===== src/rtl/data_ram_ctrl.sv =====
// rtl/data_ram_ctrl.sv - data-side SRAM responder for the MEM stage
//
// Purpose:
//   Takes one word-addressed load/store request from the MEM stage and runs it
//   against a single-port synchronous SRAM with WAIT_CYCLES extra read latency.
//   The pipeline is held with stall_o until the access reaches DONE, where the
//   full 32-bit read word is presented on ram_data_o.
//
// Ports:
//   clk, rst          clock, synchronous active-high reset
//   ram_en_i          request valid (held stable by MEM while stalled)
//   mem_write_en_i    1 = store, 0 = load
//   mem_addr_i        byte address; bits [ADDR_W+1:2] form the SRAM word address
//   mem_select_i      byte lanes, bit3 = data[31:24] .. bit0 = data[7:0]
//   store_data_i      lane-replicated store data
//   ram_data_o        read word (meaningful in DONE)
//   stall_o           pipeline hold
//   sram_en_o         SRAM chip enable, single-cycle pulse in ISSUE
//   sram_we_o         SRAM byte write enables (same lane mapping as mem_select_i)
//   sram_addr_o       SRAM word address
//   sram_wdata_o      SRAM write data
//   sram_rdata_i      SRAM read data, valid WAIT_CYCLES+1 cycles after sram_en_o

module data_ram_ctrl #(
    parameter int ADDR_W      = 16,
    parameter int WAIT_CYCLES = 0
) (
    input  logic              clk,
    input  logic              rst,
    input  logic              ram_en_i,
    input  logic              mem_write_en_i,
    input  logic [31:0]       mem_addr_i,
    input  logic [3:0]        mem_select_i,
    input  logic [31:0]       store_data_i,
    output logic [31:0]       ram_data_o,
    output logic              stall_o,
    output logic              sram_en_o,
    output logic [3:0]        sram_we_o,
    output logic [ADDR_W-1:0] sram_addr_o,
    output logic [31:0]       sram_wdata_o,
    input  logic [31:0]       sram_rdata_i
);

    localparam logic [1:0] ST_IDLE  = 2'd0;
    localparam logic [1:0] ST_ISSUE = 2'd1;
    localparam logic [1:0] ST_WAIT  = 2'd2;
    localparam logic [1:0] ST_DONE  = 2'd3;

    localparam logic [3:0] WAIT_INIT = 4'(WAIT_CYCLES);

    logic [1:0]        state_q,      state_d;
    logic [3:0]        cnt_q,        cnt_d;
    logic [ADDR_W-1:0] req_addr_q,   req_addr_d;
    logic              req_we_q,     req_we_d;
    logic [3:0]        req_sel_q,    req_sel_d;
    logic [31:0]       req_data_q,   req_data_d;
    logic [31:0]       rdata_q,      rdata_d;
    // Last address/data presented to the SRAM, so the bus stays quiet between
    // accesses instead of following newly latched requests early.
    logic [ADDR_W-1:0] last_addr_q,  last_addr_d;
    logic [31:0]       last_wdata_q, last_wdata_d;

    // Byte-offset bits and address bits above the SRAM are intentionally dropped.
    logic unused_addr_bits;
    assign unused_addr_bits = ^{mem_addr_i[31:ADDR_W+2], mem_addr_i[1:0]};

    always_comb begin
        state_d      = state_q;
        cnt_d        = cnt_q;
        req_addr_d   = req_addr_q;
        req_we_d     = req_we_q;
        req_sel_d    = req_sel_q;
        req_data_d   = req_data_q;
        rdata_d      = rdata_q;
        last_addr_d  = last_addr_q;
        last_wdata_d = last_wdata_q;

        case (state_q)
            ST_IDLE: begin
                if (ram_en_i) begin
                    req_addr_d = mem_addr_i[ADDR_W+1:2];
                    req_we_d   = mem_write_en_i;
                    req_sel_d  = mem_select_i;
                    req_data_d = store_data_i;
                    // A store with no lanes selected was misaligned; MEM has
                    // already flagged it, so just complete without touching SRAM.
                    if (mem_write_en_i && (mem_select_i == 4'b0000)) begin
                        state_d = ST_DONE;
                    end else begin
                        state_d = ST_ISSUE;
                    end
                end
            end
            ST_ISSUE: begin
                last_addr_d  = req_addr_q;
                last_wdata_d = req_data_q;
                if (req_we_q) begin
                    state_d = ST_DONE;
                end else begin
                    state_d = ST_WAIT;
                    cnt_d   = WAIT_INIT;
                end
            end
            ST_WAIT: begin
                // Counter reaching zero marks the cycle the SRAM data is valid.
                if (cnt_q == 4'd0) begin
                    rdata_d = sram_rdata_i;
                    state_d = ST_DONE;
                end else begin
                    cnt_d = cnt_q - 4'd1;
                end
            end
            ST_DONE: begin
                state_d = ST_IDLE;
            end
            default: begin
                state_d = ST_IDLE;
            end
        endcase
    end

    always_ff @(posedge clk) begin
        if (rst) begin
            state_q      <= ST_IDLE;
            cnt_q        <= 4'd0;
            req_addr_q   <= '0;
            req_we_q     <= 1'b0;
            req_sel_q    <= 4'b0000;
            req_data_q   <= 32'd0;
            rdata_q      <= 32'd0;
            last_addr_q  <= '0;
            last_wdata_q <= 32'd0;
        end else begin
            state_q      <= state_d;
            cnt_q        <= cnt_d;
            req_addr_q   <= req_addr_d;
            req_we_q     <= req_we_d;
            req_sel_q    <= req_sel_d;
            req_data_q   <= req_data_d;
            rdata_q      <= rdata_d;
            last_addr_q  <= last_addr_d;
            last_wdata_q <= last_wdata_d;
        end
    end

    logic in_issue;
    assign in_issue = (state_q == ST_ISSUE);

    assign sram_en_o    = in_issue;
    assign sram_we_o    = (in_issue && req_we_q) ? req_sel_q : 4'b0000;
    assign sram_addr_o  = in_issue ? req_addr_q : last_addr_q;
    assign sram_wdata_o = in_issue ? req_data_q : last_wdata_q;

    assign ram_data_o   = rdata_q;
    assign stall_o      = ram_en_i && (state_q != ST_DONE);

endmodule


===== config.mk =====
export PLATFORM = sky130hd
export DESIGN_NAME = data_ram_ctrl
export DESIGN_NICKNAME = d
export VERILOG_FILES = /design/src/rtl/data_ram_ctrl.sv
export SDC_FILE = /design/constraint.sdc
export NUM_CORES = 1
export LEC_CHECK = 0
export ABC_AREA = 0
export BUFFER_PORTS_ARGS = -buffer_cell sky130_fd_sc_hd__buf_2
export CORE_UTILIZATION = 40
export DETAILED_ROUTE_END_ITERATION = 10
export PLACE_DENSITY = 0.67
export SYNTH_ARGS = -nofsm -noshare
export SYNTH_HDL_FRONTEND = slang
export SYNTH_SLANG_ARGS = --single-unit

===== constraint.sdc =====
create_clock -name clk -period 1.75 [get_ports clk]
set_input_delay 0.0875 -clock clk [delete_from_list [all_inputs] [get_ports clk]]
set_output_delay 0.0875 -clock clk [all_outputs]
set_load 0.02 [all_outputs]

==> results of run 1 <==
## routing by layer
layer  GRT usage  vias to the layer above  wire length [um]
met5           0                        -                 0
met4      0.1128                        0               423
met3     0.06850                       37               860
met2      0.3945                      162              8256
met1      0.2402                     2381              6088
li1            -                     2430                 -
## cell families (layout without fill, tap and decap cells)
group | Yosys count | count (layout)
other | 0 | 1
DFF | 139 | 139
buffers and inverters | 44 | 326
AOI/OAI and AO/OA | 93 | 93
muxes | 49 | 49
adders and majority gates | 7 | 7
and+or+nand+nor | 246 | 246
## power by group
group	switching, mW	internal [mW]	leakage [nW]
sequential	0.252	3.66	1.13
clock	1.28	2.26	0.288
combinational	2.37	2.31	2.30
total	3.91	8.23	3.72
## layout by cell type, fill, tap and decap left out, types with 5 or more instances in the layout
master and count:
a21oi_1 84, buf_12 8, buf_2 131, buf_4 12, buf_6 45, clkbuf_1 5, clkbuf_16 21, clkinv_2 6
dfxtp_1 135, dlygate4sd3_1 85, mux2_2 9, mux2_4 39, nand2_1 173, nor2b_1 50
## registers in the layout (all words and copies together), names as in the netlist
| signal | count |
|---|---|
| ram_data_o | 32 |
| cnt_q | 4 |
| last_wdata_q | 32 |
| state_q | 2 |
| req_data_q | 32 |
| req_addr_q | 16 |
| req_we_q | 1 |
| req_sel_q | 4 |
| last_addr_q | 16 |
## worst max path at each step
| stage | startpoint | to | slack, ns | cells past startpoint |
|---|---|---|---|---|
| after global placement | state_q[0] | ram_data_o[9] | 0.20 | 6 |
| after CTS | state_q[1] | sram_wdata_o[15] | -0.15 | 7 |
| after detailed placement | state_q[0] | ram_data_o[15] | 0.09 | 6 |
| after floorplan | state_q[1] | last_addr_q[13] | 0.03 | 6 |
| after global routing | state_q[1] | sram_wdata_o[14] | -0.22 | 7 |
| final | state_q[1] | sram_wdata_o[12] | -0.17 | 7 |
## layout make-up
class                           instances  area share
Sequential cell                       139      0.3281
Antenna cell                            1   0.0002942
Tap cell                              172     0.02531
Clock inverter                          9     0.01412
Inverter                                5    0.002501
Clock buffer                           23     0.05385
Timing Repair Buffer                  289      0.2894
Multi-Input combinational cell        395      0.2865
## critical path: stages, from the launching register on
cell and delay, ns:
dfxtp_2 0.34, inv_2 0.05, ha_4 0.16, buf_6 0.13, buf_12 0.13, buf_16 0.14
mux2_4 0.32, buf_6 0.14
## what timing repair did
action,in CTS,in global routing
cloned,3,5
pin swaps,1,3
gates resized for setup,92,54
hold buffers,85,0
setup endpoints to repair,52,64
hold endpoints to repair,86,0
buffers inserted,6,8
## stage by stage
stage	util	power (mW)	instance area, um^2
floorplan	-	6.176	5238
global placement	0.4975	7.070	6304
detailed placement	0.4975	7.182	6304
CTS	0.6441	11.57	8162
global route	0.6710	12.75	8502
finish	0.6712	12.14	8504
==> results.cfg, run 1 <==
[logic_synthesis]
synth_compound_area_frac = 0.09489
ys.flop_type = dfxtp_1
yosys-top-cells-area = dfxtp_1, nand2_1, mux2_2
synth_area_um2 = 5235
synth.mux.area_fraction = 0.1052
ys_async_sr_fraction = 0
netlist_instances = 578
synth_area_leader_cell = dfxtp_1
synth_top_area_frac = 0.5315
syn-num-nets = 689
ys_ff_latch = 139
synth_top_family_by_area = simple AND/OR/NAND/NOR gates
synth_fa_ha_area_frac = 0.01673
synth-xor-area-share = 0
netlist_top_cells_count = nand2_1, dfxtp_1, a21oi_1, nor2b_1, mux2_2
synth_cell_types = 33
syn_area_per_cell_um2 = 9.057
ys_seq_area_frac = 0.5315
synth-edff-count = 0
yosysMostFrequentCell = nand2_1
yosys_warnings = 0
synth-simple-area-share = 0.2125

[clock_tree]
cts.sink_count = 139
numCtsBuffers = 17
clk_pin_slew_worst_paths_ns = 0.06
cts_tree = built
root_buffer = clkbuf_16
htree_levels = 4
clock_path_buffers = 2
clkLatencyLatePin_ns = 0.41

[worst_setup_path]
r2r-start = cnt_q[0]
critical_path_class = flip-flop to output port
start_kind = flip-flop
crit_required_ns = 1.66
rr_worst_depth = 7
endpoint_kind = output port
r2r_end = ram_data_o[13]
crit_fanout = 6
cp.arrival_ns = 1.83
reg2reg_slack_ns = 0.03

[placed_design]
routabilityCongestion = 0.7911
io_buffer_count = 173
placed_cells = 896
dp_hpwl_mm = 8.147
post-place-ws_ns = 0.08890

[run_status]
outcome = finished, violations left
violations = setup timing

[floorplanning]
die_h_um = 116.4
die_area_um2 = 13550
core_area_um2 = 12670
row_count = 41
io_pins = 190
die_x_um = 116.4
start_util = 0.4132

[power_and_ir_drop]
power_leakage_nw = 3.718
irDropWorstVdd_mv = 0.7907
p_per_area_nw_per_um2 = 1427

[timing]
finalHoldViolCount = 0
setup_tns_ns = -4.019
relSlewSlack = 0.6851
grt_setup_unrepaired = true
period_share = 1.094
fin_crit_ns = 1.915
setup_viol = 48
finalWorstSetupSlack_ns = -0.1652
fmaxAchievable_mhz = 522.1
hold_ws_ns = 0.1157
fin_skew_ns = 0.005978
drv_slew = 0
tightestPinTransition_ns = 0.4724

[hold_path]
hold_end = last_wdata_q[10]
min_path_cells = 2
min_path_type = primary input to flip-flop
worstHoldStart = rst

[routing]
ant_nets = 0
routedWlPerCell_um = 15.13
num_vias = 5010
dr.pass1.iters = 4
routed_wl_mm = 15.63
vias_per_cell = 4.850
route.detailed.drc = 0
drt_iter0_markers = 198

[layout]
multi_input_area_um2 = 2436
nets = 958
fillers = 950
final_cells = 1033
seq_area_um2 = 2790
drive_above_1_share = 0.3477
syn_to_final_growth_pct = 62.45

[global_route]
grt_pass1_wl_mm = 23.19
grt.overflow.total = 0
antenna_found_initial = 0
first_global_vias = 4994
grt_max_degree = 62
grt_usage = 0.2231

[flow_run]
cap_violations = 0
No activity file was read; power rests on OpenSTA's default activity.
==> inputs of run 2 (changes only) <==
--- a/config.mk
+++ b/config.mk
@@ -7,6 +7,7 @@
 export LEC_CHECK = 0
 export ABC_AREA = 0
 export BUFFER_PORTS_ARGS = -buffer_cell sky130_fd_sc_hd__buf_2
+export CORE_ASPECT_RATIO = 1.25
 export CORE_UTILIZATION = 40
 export DETAILED_ROUTE_END_ITERATION = 10
 export PLACE_DENSITY = 0.67
==> results.cfg, run 2 (same netlist as run 1, synthesis figures left out) <==
[timing]
fin_crit_ns = 1.842
fin_skew_ns = 0.009597
finalWorstSetupSlack_ns = -0.09218
finalHoldViolCount = 0
setup_viol = 45
setup_tns_ns = -2.682
drv_slew = 0
period_share = 1.053
tightestPinTransition_ns = 0.4446
grt_setup_unrepaired = true
relSlewSlack = 0.7036
fmaxAchievable_mhz = 542.8

[worst_setup_path]
crit_required_ns = 1.66
r2r_end = ram_data_o[27]
cp.arrival_ns = 1.75
crit_chain = inv_2 > ha_4 > buf_12 > buf_12 > mux2_4 > buf_6
slowest_stage = mux2_4
crit_top_cell = buf_12
endpoint_kind = output port
r2r-start = cnt_q[1]
crit_end = sram_wdata_o[3]
rr_worst_depth = 7
cp-startpoint = state_q[1]
start_kind = flip-flop
reg2reg_slack_ns = 0
critical_path_class = flip-flop to output port
cp_slowest_stage_delay_ns = 0.33
crit_fanout = 8

[floorplanning]
die_x_um = 104.3
start_util = 0.4116
io_pins = 190
die_h_um = 129.9
row_count = 46
die_area_um2 = 13550
core_area_um2 = 12720

[placed_design]
dp_hpwl_mm = 8.379
routabilityCongestion = 0.7744
placed_cells = 891
io_buffer_count = 173

[layout]
final_cells = 1026
n_antenna_cell = 0
drive_above_1_share = 0.3648
final_cell_mix = nand2_1, dfxtp_1, buf_2
syn_to_final_growth_pct = 65.44
utilization = 0.6809
final_common_cell = nand2_1
nets = 956

[global_route]
grt_pass1_wl_mm = 24.69
antenna_found_initial = 0
grt.overflow.total = 0
grt_max_degree = 57
first_global_vias = 5120
grt_usage = 0.2311

[routing]
num_vias = 5057
routedWlPerCell_um = 16.04
vias_per_cell = 4.929
route.detailed.drc = 0
routed_wl_mm = 16.46
drt_iter0_markers = 248
ant_nets = 0
dr.pass1.iters = 6

[clock_tree]
root_buffer = clkbuf_16
clock_path_buffers = 2
clkLatencyLatePin_ns = 0.42
numCtsBuffers = 17
htree_levels = 4
clk_pin_slew_worst_paths_ns = 0.06
cts_tree = built
cts.sink_count = 139

[power_and_ir_drop]
power_leakage_nw = 3.724
irDropWorstVdd_mv = 0.7939
p_per_area_nw_per_um2 = 1428

[hold_path]
min_path_type = primary input to flip-flop

[run_status]
outcome = finished, violations left
violations = setup timing

[flow_run]
cap_violations = 0
run 2: what timing repair did:
action / 4_1_cts / 5_1_grt
resized for setup: 142 / 46
gates cloned: 5 / 4
hold buffers: 85 / 0
setup endpoints to repair: 52 / 73
buffers inserted: 5 / 5
hold endpoints to repair: 85 / 0
pin swaps: 4 / 2
run 2: worst min path at each step:
stage | startpoint | to | cells after the start
3_3_place_gp | sram_rdata_i[5] | ram_data_o[5] | 3
5_1_grt | rst | ram_data_o[16] | 2
6_report | rst | ram_data_o[16] | 2
2_1_floorplan | mem_addr_i[2] | req_addr_q[0] | 2
4_1_cts | rst | last_wdata_q[0] | 2
3_5_place_dp | sram_rdata_i[16] | ram_data_o[16] | 3
run 2: layer usage:
| metal | GRT usage | up-vias | share of wire | routed length [um] |
|---|---|---|---|---|
| met5 | 0 | - | 0 | 0 |
| met4 | 0.1076 | 0 | 0.029 | 477 |
| met3 | 0.05495 | 44 | 0.051 | 834 |
| met2 | 0.4309 | 168 | 0.54 | 8868 |
| met1 | 0.2473 | 2424 | 0.38 | 6282 |
| li1 | - | 2421 | - | - |
run 2: stage by stage:
| step | power, mW | area [um^2] | worst slack, ns | hold WS [ns] |
|---|---|---|---|---|
| 6_report | 12.37 | 8661 | -0.09218 | 0.1038 |
| 5_1_grt | 12.94 | 8661 | -0.1573 | 0.1009 |
| 4_1_cts | 12.05 | 8416 | -0.1498 | 0.05112 |
| 3_5_place_dp | 7.160 | 6291 | 0.09983 | 0.3328 |
| 3_3_place_gp | 7.045 | 6291 | 0.1703 | 0.3283 |
| 2_1_floorplan | 6.176 | 5238 | 0.03470 | 0.2235 |
run 2: cell type report:
cell class / instances / area, um^2
tap: 168 / 210.2
multi-input combinational: 395 / 2514
fill: 913 / 4059
clock inverter: 13 / 166.4
sequential: 139 / 2788
clock buffer: 19 / 432.9
timing repair buffer: 287 / 2531
inverter: 5 / 18.77
run 2: worst max-delay path, delay by kind of cell (launching register included):
family | cells | cell delay [ns]
buf+inv | 4 | 0.50
mux | 1 | 0.33
flops | 1 | 0.32
fa+ha+maj | 1 | 0.19
run 2: power breakdown:
part | internal, mW | switching [mW] | total (mW)
sequential | 3.66 | 0.261 | 3.92
clock | 2.25 | 1.39 | 3.65
combinational | 2.36 | 2.44 | 4.81
total | 8.27 | 4.10 | 12.4
==> inputs of run 3 (changes only) <==
--- a/config.mk
+++ b/config.mk
@@ -11,6 +11,7 @@
 export CORE_UTILIZATION = 40
 export DETAILED_ROUTE_END_ITERATION = 10
 export PLACE_DENSITY = 0.67
+export SKIP_CTS_REPAIR_TIMING = 1
 export SYNTH_ARGS = -nofsm -noshare
 export SYNTH_HDL_FRONTEND = slang
 export SYNTH_SLANG_ARGS = --single-unit
==> results.cfg, run 3 (same netlist as run 1, synthesis figures left out) <==
[run_status]
outcome = finished, violations left
violations = setup timing

[worst_setup_path]
cp.arrival_ns = 1.76
cp-startpoint = state_q[1]
crit_buf_inv = 4
cp_slowest_stage_delay_ns = 0.36
crit_fanout = 8
r2r-start = cnt_q[0]
critical_path.top_delay_family = buffers and inverters
endpoint_kind = output port
critical_path_class = flip-flop to output port
start_kind = flip-flop
crit_required_ns = 1.66
crit_top_cell = buf_6
slowest_stage = dfxtp_2
crit_chain = inv_2 > ha_4 > buf_6 > clkbuf_16 > mux2_4 > buf_6

[power_and_ir_drop]
irDropWorstVdd_mv = 0.7150
p_per_area_nw_per_um2 = 1419
power_leakage_nw = 3.660

[layout]
fillers = 961
multi_input_area_um2 = 2437
drive_above_1_share = 0.3400
nets = 951
syn_to_final_growth_pct = 61.28
final_area_um2 = 8443
n_antenna_cell = 0
final_cell_mix = nand2_1, dfxtp_1, buf_2
seq_area_um2 = 2785
utilization = 0.6638
final_common_cell = nand2_1

[floorplanning]
die_area_um2 = 13550
die_x_um = 104.3
core_area_um2 = 12720
io_pins = 190
row_count = 46
die_h_um = 129.9
start_util = 0.4116

[timing]
drv_slew = 0
fin_skew_ns = 0.008774
finalHoldViolCount = 0
period_share = 1.055
relSlewSlack = 0.6962
finalWorstSetupSlack_ns = -0.09619
setup_viol = 52
tightestPinTransition_ns = 0.4515
fmaxAchievable_mhz = 541.7
fin_crit_ns = 1.846
grt_setup_unrepaired = true

[global_route]
grt_pass1_wl_mm = 19.69
grtUsageMet1 = 0.1974
antenna_found_initial = 0
use_met2 = 0.3155
grt.overflow.total = 0
grt_max_degree = 57
grt_usage = 0.1819
first_global_vias = 4296
top_usage_layer = met2
use_met3 = 0.05744

[clock_tree]
clock_path_buffers = 2
numCtsBuffers = 17
htree_levels = 4
clk_pin_slew_worst_paths_ns = 0.06
clkLatencyLatePin_ns = 0.42
cts.sink_count = 139
root_buffer = clkbuf_16
cts_tree = built

[routing]
num_vias = 4933
routed_wl_mm = 15.71
route.detailed.drc = 0
drt_iter0_markers = 236
ant_nets = 0
dr.pass1.iters = 4
vias_per_cell = 4.832
routedWlPerCell_um = 15.38

[placed_design]
post-place-ws_ns = 0.09983
place_area_um2 = 6291
routabilityCongestion = 0.7744
dp_hpwl_mm = 8.379
io_buffer_count = 173

[hold_path]
min_path_type = primary input to flip-flop
worstHoldStart = rst

[flow_run]
cap_violations = 0
-- run 3: cell types whose count changed in the layout (fill, tap and decap cells not counted), moves of 4 or more --
cell / before / now
a21oi_1: 75 / 87
a21oi_2: 12 / 0
buf_16: 4 / 0
buf_2: 120 / 124
buf_6: 55 / 50
mux2_2: 0 / 7
mux2_4: 48 / 41
-- run 3: path summary, 6_finish.rpt --
check	to	slack (ns)	depth (start not counted)
worst max register to register	ram_data_o[0]	0.07	7
worst min-delay path	last_wdata_q[0]	0.07	2
worst max-delay path	sram_addr_o[4]	-0.1	6
worst min register to register	req_addr_q[1]	0.45	2
-- run 3: layout make-up --
| class | count | area share |
|---|---|---|
| clock buffer | 19 | 0.05127 |
| clock inverter | 13 | 0.01971 |
| inverter | 5 | 0.002223 |
| multi-input combinational | 395 | 0.2887 |
| sequential | 139 | 0.3299 |
| tap | 168 | 0.02490 |
| timing repair buffer | 282 | 0.2833 |
-- run 3: worst register-to-register path, cell delays in order (launching register included) --
cell,delay [ns]
dfxtp_1,0.32
inv_1,0.11
ha_1,0.19
or3b_4,0.43
nor2_4,0.12
buf_12,0.19
nand2_1,0.08
a21oi_1,0.17
-- run 3: stage by stage --
stage          hold WS, ns  instances  power, mW  TNS (ns)
3_3_place_gp        0.3283        891      7.045         0
4_1_cts            -0.1141        923      10.82    -12.17
6_report           0.06953       1021      11.98    -3.332
2_1_floorplan       0.2235        578      6.176         0
5_1_grt            0.06969       1021      12.55    -6.099
3_5_place_dp        0.3328        891      7.160         0
-- run 3: power breakdown --
group | internal (mW) | switching (mW)
clock | 2.25 | 1.38
sequential | 3.65 | 0.261
combinational | 2.12 | 2.32
total | 8.02 | 3.96
-- run 3: layer usage --
metal	up-vias	share of wire
met4	0	0.021
met1	2341	0.39
met5	-	0
met3	26	0.055
li1	2410	-
met2	156	0.53
